--- config.mk ---
export PLATFORM = sky130hd
export DESIGN_NAME = z_product_serializer
export DESIGN_NICKNAME = d
export VERILOG_FILES = /design/src/rtl/z_product_serializer_pkg.sv /design/src/rtl/product_fifo.sv /design/src/rtl/z_product_serializer.sv
export SDC_FILE = /design/constraint.sdc
export NUM_CORES = 1
export LEC_CHECK = 0
export CORE_UTILIZATION = 50
export CTS_CLUSTER_SIZE = 24
export DETAILED_ROUTE_END_ITERATION = 16
export GPL_ROUTABILITY_DRIVEN = 0
export PLACE_DENSITY = 0.88
export SYNTH_ARGS = -nofsm -noshare
export SYNTH_HDL_FRONTEND = slang
export SYNTH_SLANG_ARGS = --single-unit
--- constraint.sdc ---
create_clock -name clock -period 7 [get_ports clock]
set_input_delay 1.05 -clock clock [delete_from_list [all_inputs] [get_ports clock]]
set_output_delay 1.05 -clock clock [all_outputs]
set_load 0.05 [all_outputs]
--- src/rtl/z_product_serializer_pkg.sv ---
// Shared types and constants for the product serializer: FSM state encoding,
// default widths/depths and small sizing helpers.
package z_product_serializer_pkg;

  localparam int Z_DATA_W = 32;
  localparam int Z_DEPTH  = 2;

  typedef enum logic [1:0] {
    IDLE    = 2'd0,
    SEND_LO = 2'd1,
    SEND_HI = 2'd2
  } state_t;

  // Pointer width is kept at least 1 so a single-entry FIFO still has a legal vector.
  function automatic int ptr_w(input int depth);
    return (depth > 1) ? $clog2(depth) : 1;
  endfunction

  function automatic int cnt_w(input int depth);
    return $clog2(depth + 1);
  endfunction

endpackage

--- src/rtl/product_fifo.sv ---
// Small product FIFO: circular storage with modulo-DEPTH pointers, occupancy count,
// full/empty flags and a synchronous flush that discards everything held.
module product_fifo
  import z_product_serializer_pkg::*;
#(
  parameter int W     = 2 * Z_DATA_W,
  parameter int DEPTH = Z_DEPTH,
  localparam int PW   = ptr_w(DEPTH),
  localparam int CW   = cnt_w(DEPTH)
) (
  input  logic          clock,
  input  logic          clear_n,
  input  logic          push,
  input  logic          pop,
  input  logic          flush,
  input  logic [W-1:0]  wdata,
  output logic [W-1:0]  rdata,
  output logic [CW-1:0] count,
  output logic          full,
  output logic          empty
);

  localparam logic [PW-1:0] LAST     = PW'(DEPTH - 1);
  localparam logic [CW-1:0] FULL_CNT = CW'(DEPTH);

  logic [W-1:0]  mem [DEPTH];
  logic [PW-1:0] wr_ptr, rd_ptr;

  function automatic logic [PW-1:0] wrap_inc(input logic [PW-1:0] p);
    return (p == LAST) ? '0 : p + PW'(1);
  endfunction

  always_ff @(posedge clock or negedge clear_n) begin
    if (!clear_n) begin
      wr_ptr <= '0;
      rd_ptr <= '0;
      count  <= '0;
    end else if (flush) begin
      wr_ptr <= '0;
      rd_ptr <= '0;
      count  <= '0;
    end else begin
      if (push) wr_ptr <= wrap_inc(wr_ptr);
      if (pop)  rd_ptr <= wrap_inc(rd_ptr);
      case ({push, pop})
        2'b10:   count <= count + CW'(1);
        2'b01:   count <= count - CW'(1);
        default: ;
      endcase
    end
  end

  // Storage carries no reset; only entries below count are ever observed.
  always_ff @(posedge clock) begin
    if (push) mem[wr_ptr] <= wdata;
  end

  assign rdata = mem[rd_ptr];
  assign full  = (count == FULL_CNT);
  assign empty = (count == '0);

endmodule

--- src/rtl/z_product_serializer.sv ---
// Serializes 2*DATA_W multiplier products onto a DATA_W bus as LO then HI words.
// Optional macro Z_OVF_FLAG_EN adds the ovf output (HI not a sign extension of LO).
module z_product_serializer
  import z_product_serializer_pkg::*;
#(
  parameter int DATA_W = Z_DATA_W,
  parameter int DEPTH  = Z_DEPTH
) (
  input  logic                clock,
  input  logic                clear_n,
  input  logic                p_valid,
  input  logic [2*DATA_W-1:0] p_data,
  output logic                p_ready,
  input  logic                flush,
  output logic                bus_valid,
  output logic [DATA_W-1:0]   bus_data,
  output logic                bus_hi,
  input  logic                bus_ready,
  output logic                busy
`ifdef Z_OVF_FLAG_EN
  ,
  output logic                ovf
`endif
);

  localparam int CW = cnt_w(DEPTH);

  state_t              state, state_nxt;
  logic [2*DATA_W-1:0] head;
  logic [CW-1:0]       count;
  logic                full, empty, push, pop;

  // p_ready comes from the registered count only, so a same-cycle pop never opens it.
  assign p_ready = !full;
  assign push    = p_valid && p_ready && !flush;
  assign pop     = bus_valid && bus_ready && (state == SEND_HI) && !flush;

  product_fifo #(.W(2 * DATA_W), .DEPTH(DEPTH)) u_fifo (
    .clock   (clock),
    .clear_n (clear_n),
    .push    (push),
    .pop     (pop),
    .flush   (flush),
    .wdata   (p_data),
    .rdata   (head),
    .count   (count),
    .full    (full),
    .empty   (empty)
  );

  always_ff @(posedge clock or negedge clear_n) begin
    if (!clear_n) state <= IDLE;
    else          state <= state_nxt;
  end

  always_comb begin
    state_nxt = state;
    bus_valid = 1'b0;
    bus_hi    = 1'b0;
    bus_data  = '0;
    case (state)
      IDLE: begin
        if (!empty) state_nxt = SEND_LO;
      end
      SEND_LO: begin
        bus_valid = 1'b1;
        bus_data  = head[DATA_W-1:0];
        if (bus_ready) state_nxt = SEND_HI;
      end
      SEND_HI: begin
        bus_valid = 1'b1;
        bus_hi    = 1'b1;
        bus_data  = head[2*DATA_W-1:DATA_W];
        // Stay busy without a bubble if anything remains once the head is popped.
        if (bus_ready) state_nxt = ((count > CW'(1)) || push) ? SEND_LO : IDLE;
      end
      default: state_nxt = IDLE;
    endcase
    if (flush) state_nxt = IDLE;
  end

  assign busy = !empty || (state != IDLE);

`ifdef Z_OVF_FLAG_EN
  assign ovf = bus_valid && (head[2*DATA_W-1:DATA_W] != {DATA_W{head[DATA_W-1]}});
`endif

endmodule

==> metrics <==
result of the run completed; total power divided by cell area 317 nW/um2; category of the critical setup timing path flop to output port; antenna violations before repair 0; total of cells resized after clock tree synthesis 0; category of the worst setup path launch point flop; largest cells by area after synthesis edfxtp_1, mux2_2, a22oi_1, nor2b_1, dfrtp_1; count of mapped cells out of synthesis 320; Max Transition Viols Final 0; post-route fraction of the period consumed by the critical path 62.2%; TritonCTS clock tree built; worst min-delay path category flop to flop; PnR Total Power 2.30 mW; Port Buffers 104; Filler cells 752; Adder-Cell Fraction of Synth Area 1.79%; Pre-antenna DRT Iters 4; synthesized-area fraction occupied by ao, oa, aoi and oai cells 5.42%; number of vias after detailed routing 3,116; number of buffers inserted to repair setup after CTS 0; Crit. Startpoint u_fifo.rd_ptr; core utilization of the finished layout 66.6%; share of layout cells above drive strength 1 24.4%; mean number of vias per cell 5.35; Hold Crit Start u_fifo.wr_ptr; most numerous cell in the Yosys netlist edfxtp_1; count of distinct cell types in the synthesized netlist 30; count of standard-cell rows 38; number of violations of the max-capacitance limit 0; number of global-route vias before repair 3,313; Slew @ Worst Pin 1.05 ns; synth cell count leaders edfxtp_1, mux2_2, a22oi_1, nor2b_1, ha_1; Logic pwr share 25.5%; switching share of power 29.7%; count of flip-flops with a built-in enable after synthesis 128; Internal 1.62 mW; global-route wire length before repair 16,700 um; worst slew slack as a fraction of its limit 29.9%; clock tree skew after final layout 0.00393 ns; share of power burned in the clock network 32.2%; maximum fanout along the worst path 37; clk sink count 134; Die Y-Extent 108 um; post-synthesis share of cell area spent on xor and xnor gates 0.781%; timing-limited maximum frequency 0.230 GHz; Sum Neg Setup Slack 0 ns; die outline area 11,600 um2; largest family of logic cells by synthesized area multiplexers; Clk Latency, worst-skew pair 0.51 ns; Syn. warnings 0; post-synthesis instance area 5610 um2; number of violations reported at the end of detailed-routing iteration 0 168; clock tree root driver cell clkbuf_8; DIE WIDTH 108 um; Crit Reg-Reg Startpoint state[1]; Overflow after GRT 0; post-synthesis simple-gate area fraction 4.93%; RSZ-0062 raised after global routing no; DRT Wirelength 10,500 um; I/O pin count 105; static leakage power 2.36 nW; fraction of registers with async set/reset 4.48%; starting utilization of the core area 51.5%; all-layer global routing usage 19.8%; total half-perimeter wirelength after legalization and detailed placement 6510 um; synthesized flop and latch total 134; worst hold slack 0.589 ns; number of setup violations in the final report 0; Worst Setup End Kind output port; switching power 0.683 mW; Final Critical Period 4.36 ns; footprint of the multi-input gates 1470 um2; worst IR drop on VDD 0.159 mV; relative contribution of sequential cells to total power 42.3%; Seq/Total Area, Yosys 71.2%; cell taking the most area after synthesis edfxtp_1; mean area per synthesized cell 17.5 um2; required time of the critical path 5.95 ns; multiplexer share of the synthesized area 13.1%; maximum clock insertion buffer count 2; register-to-register setup slack 4.73 ns; Clk pin slew, worst setup/hold paths 0.06 ns; floorplan core area 10,900 um2; number of nets in the final layout 506; endpoints failing hold 0; residual DRC count 0; top cell type's share of synthesized area 68.6%; detail-routed net length per standard cell 18.1 um; Synthesized Nets 397; signal arrival time at the worst endpoint 3.31 ns; total of hold buffers inserted after clock tree synthesis 0; growth of design area from synthesis to finish 29.4%; Max H-tree Level 4; number of clock buffers inserted by TritonCTS 17; antenna-violating nets left 0; n_diodes 0; Storage cell area 4000 um2; largest net degree at the start of global routing 40; top flip-flop cell by instance count after synthesis edfxtp_1
stage by stage:
stage / instances / instance area (um2) / worst slack (ns)
floorplan: 320 / 5610 / 0.535
global placement: 550 / 6750 / 3.17
detailed placement: 550 / 6750 / 3.13
CTS: 582 / 7260 / 2.58
global route: 582 / 7260 / 2.43
finish: 582 / 7260 / 2.64
final timing paths:
kind	end	cells after the start
min in group asynchronous	state[0]	1
hold reg to reg	u_fifo.wr_ptr	2
setup / recovery	bus_data[3]	5
max in group asynchronous	u_fifo.rd_ptr	1
hold / removal	u_fifo.wr_ptr	2
setup reg to reg	state[0]	6
logic make-up after synthesis:
family	after synthesis
flip-flops	134
multiplexers	65
AND/OR/NAND/NOR	44
AO/OA/AOI/OAI	40
buffers and inverters	26
adder cells (fa/ha/maj)	8
XOR/XNOR	3
layer usage:
layer | global-route usage, % | vias up | wire length, um
met2 | 33.1 | 93 | 5380
met5 | 0 | - | 0
met1 | 24.2 | 1544 | 4490
met3 | 5.51 | 15 | 512
met4 | 8.22 | 0 | 138
li1 | - | 1464 | -
sequential cells by signal, indices dropped and copies added, names as in the netlist:
| signal | cells |
|---|---|
| u_fifo.mem | 128 |
| state | 2 |
| u_fifo.count | 2 |
| u_fifo.rd_ptr | 1 |
| u_fifo.wr_ptr | 1 |
worst max-delay path, cell delays in order, from the launching register on:
cell	delay (ns)
dfrtp_2	0.80
buf_4	0.53
mux2_2	0.39
a22oi_1	0.26
nor2b_1	0.11
clkdlybuf4s50_1	0.71
area by class of cell:
| class | count | share of cell area (%) |
|---|---|---|
| Tap cell | 140 | 2.41 |
| Inverter | 6 | 0.310 |
| Timing Repair Buffer | 110 | 15.0 |
| Clock buffer | 17 | 5.71 |
| Clock inverter | 15 | 1.24 |
| Multi-Input combinational cell | 160 | 20.3 |
| Sequential cell | 134 | 55.1 |
cells in the final DEF, fill, tap and decap left out, types with 2 or more instances in the layout:
| master | instances |
|---|---|
| edfxtp_1 | 128 |
| clkdlybuf4s50_1 | 104 |
| mux2_2 | 64 |
| a22oi_1 | 32 |
| nor2b_1 | 32 |
| clkbuf_16 | 16 |
| ha_1 | 7 |
| inv_1 | 6 |
| clkinvlp_4 | 6 |
| buf_4 | 6 |
| clkinv_2 | 5 |
| dfrtp_1 | 5 |
| nand2_1 | 3 |
| nor2_1 | 3 |
| clkinv_1 | 3 |
| a311oi_1 | 2 |
| xor2_1 | 2 |
power groups by stage:
| stage | Sequential (mW) | Clock [mW] | Combinational, mW |
|---|---|---|---|
| 3_5_place_dp | 0.991 | 0 | 0.590 |
| 5_1_grt | 0.981 | 0.795 | 0.629 |
| 2_1_floorplan | 0.987 | 0 | 0.413 |
| 4_1_cts | 0.975 | 0.761 | 0.593 |
| 6_report | 0.975 | 0.742 | 0.587 |
| 3_3_place_gp | 0.986 | 0 | 0.578 |
Note: power is estimated with default switching activity, not from simulation.
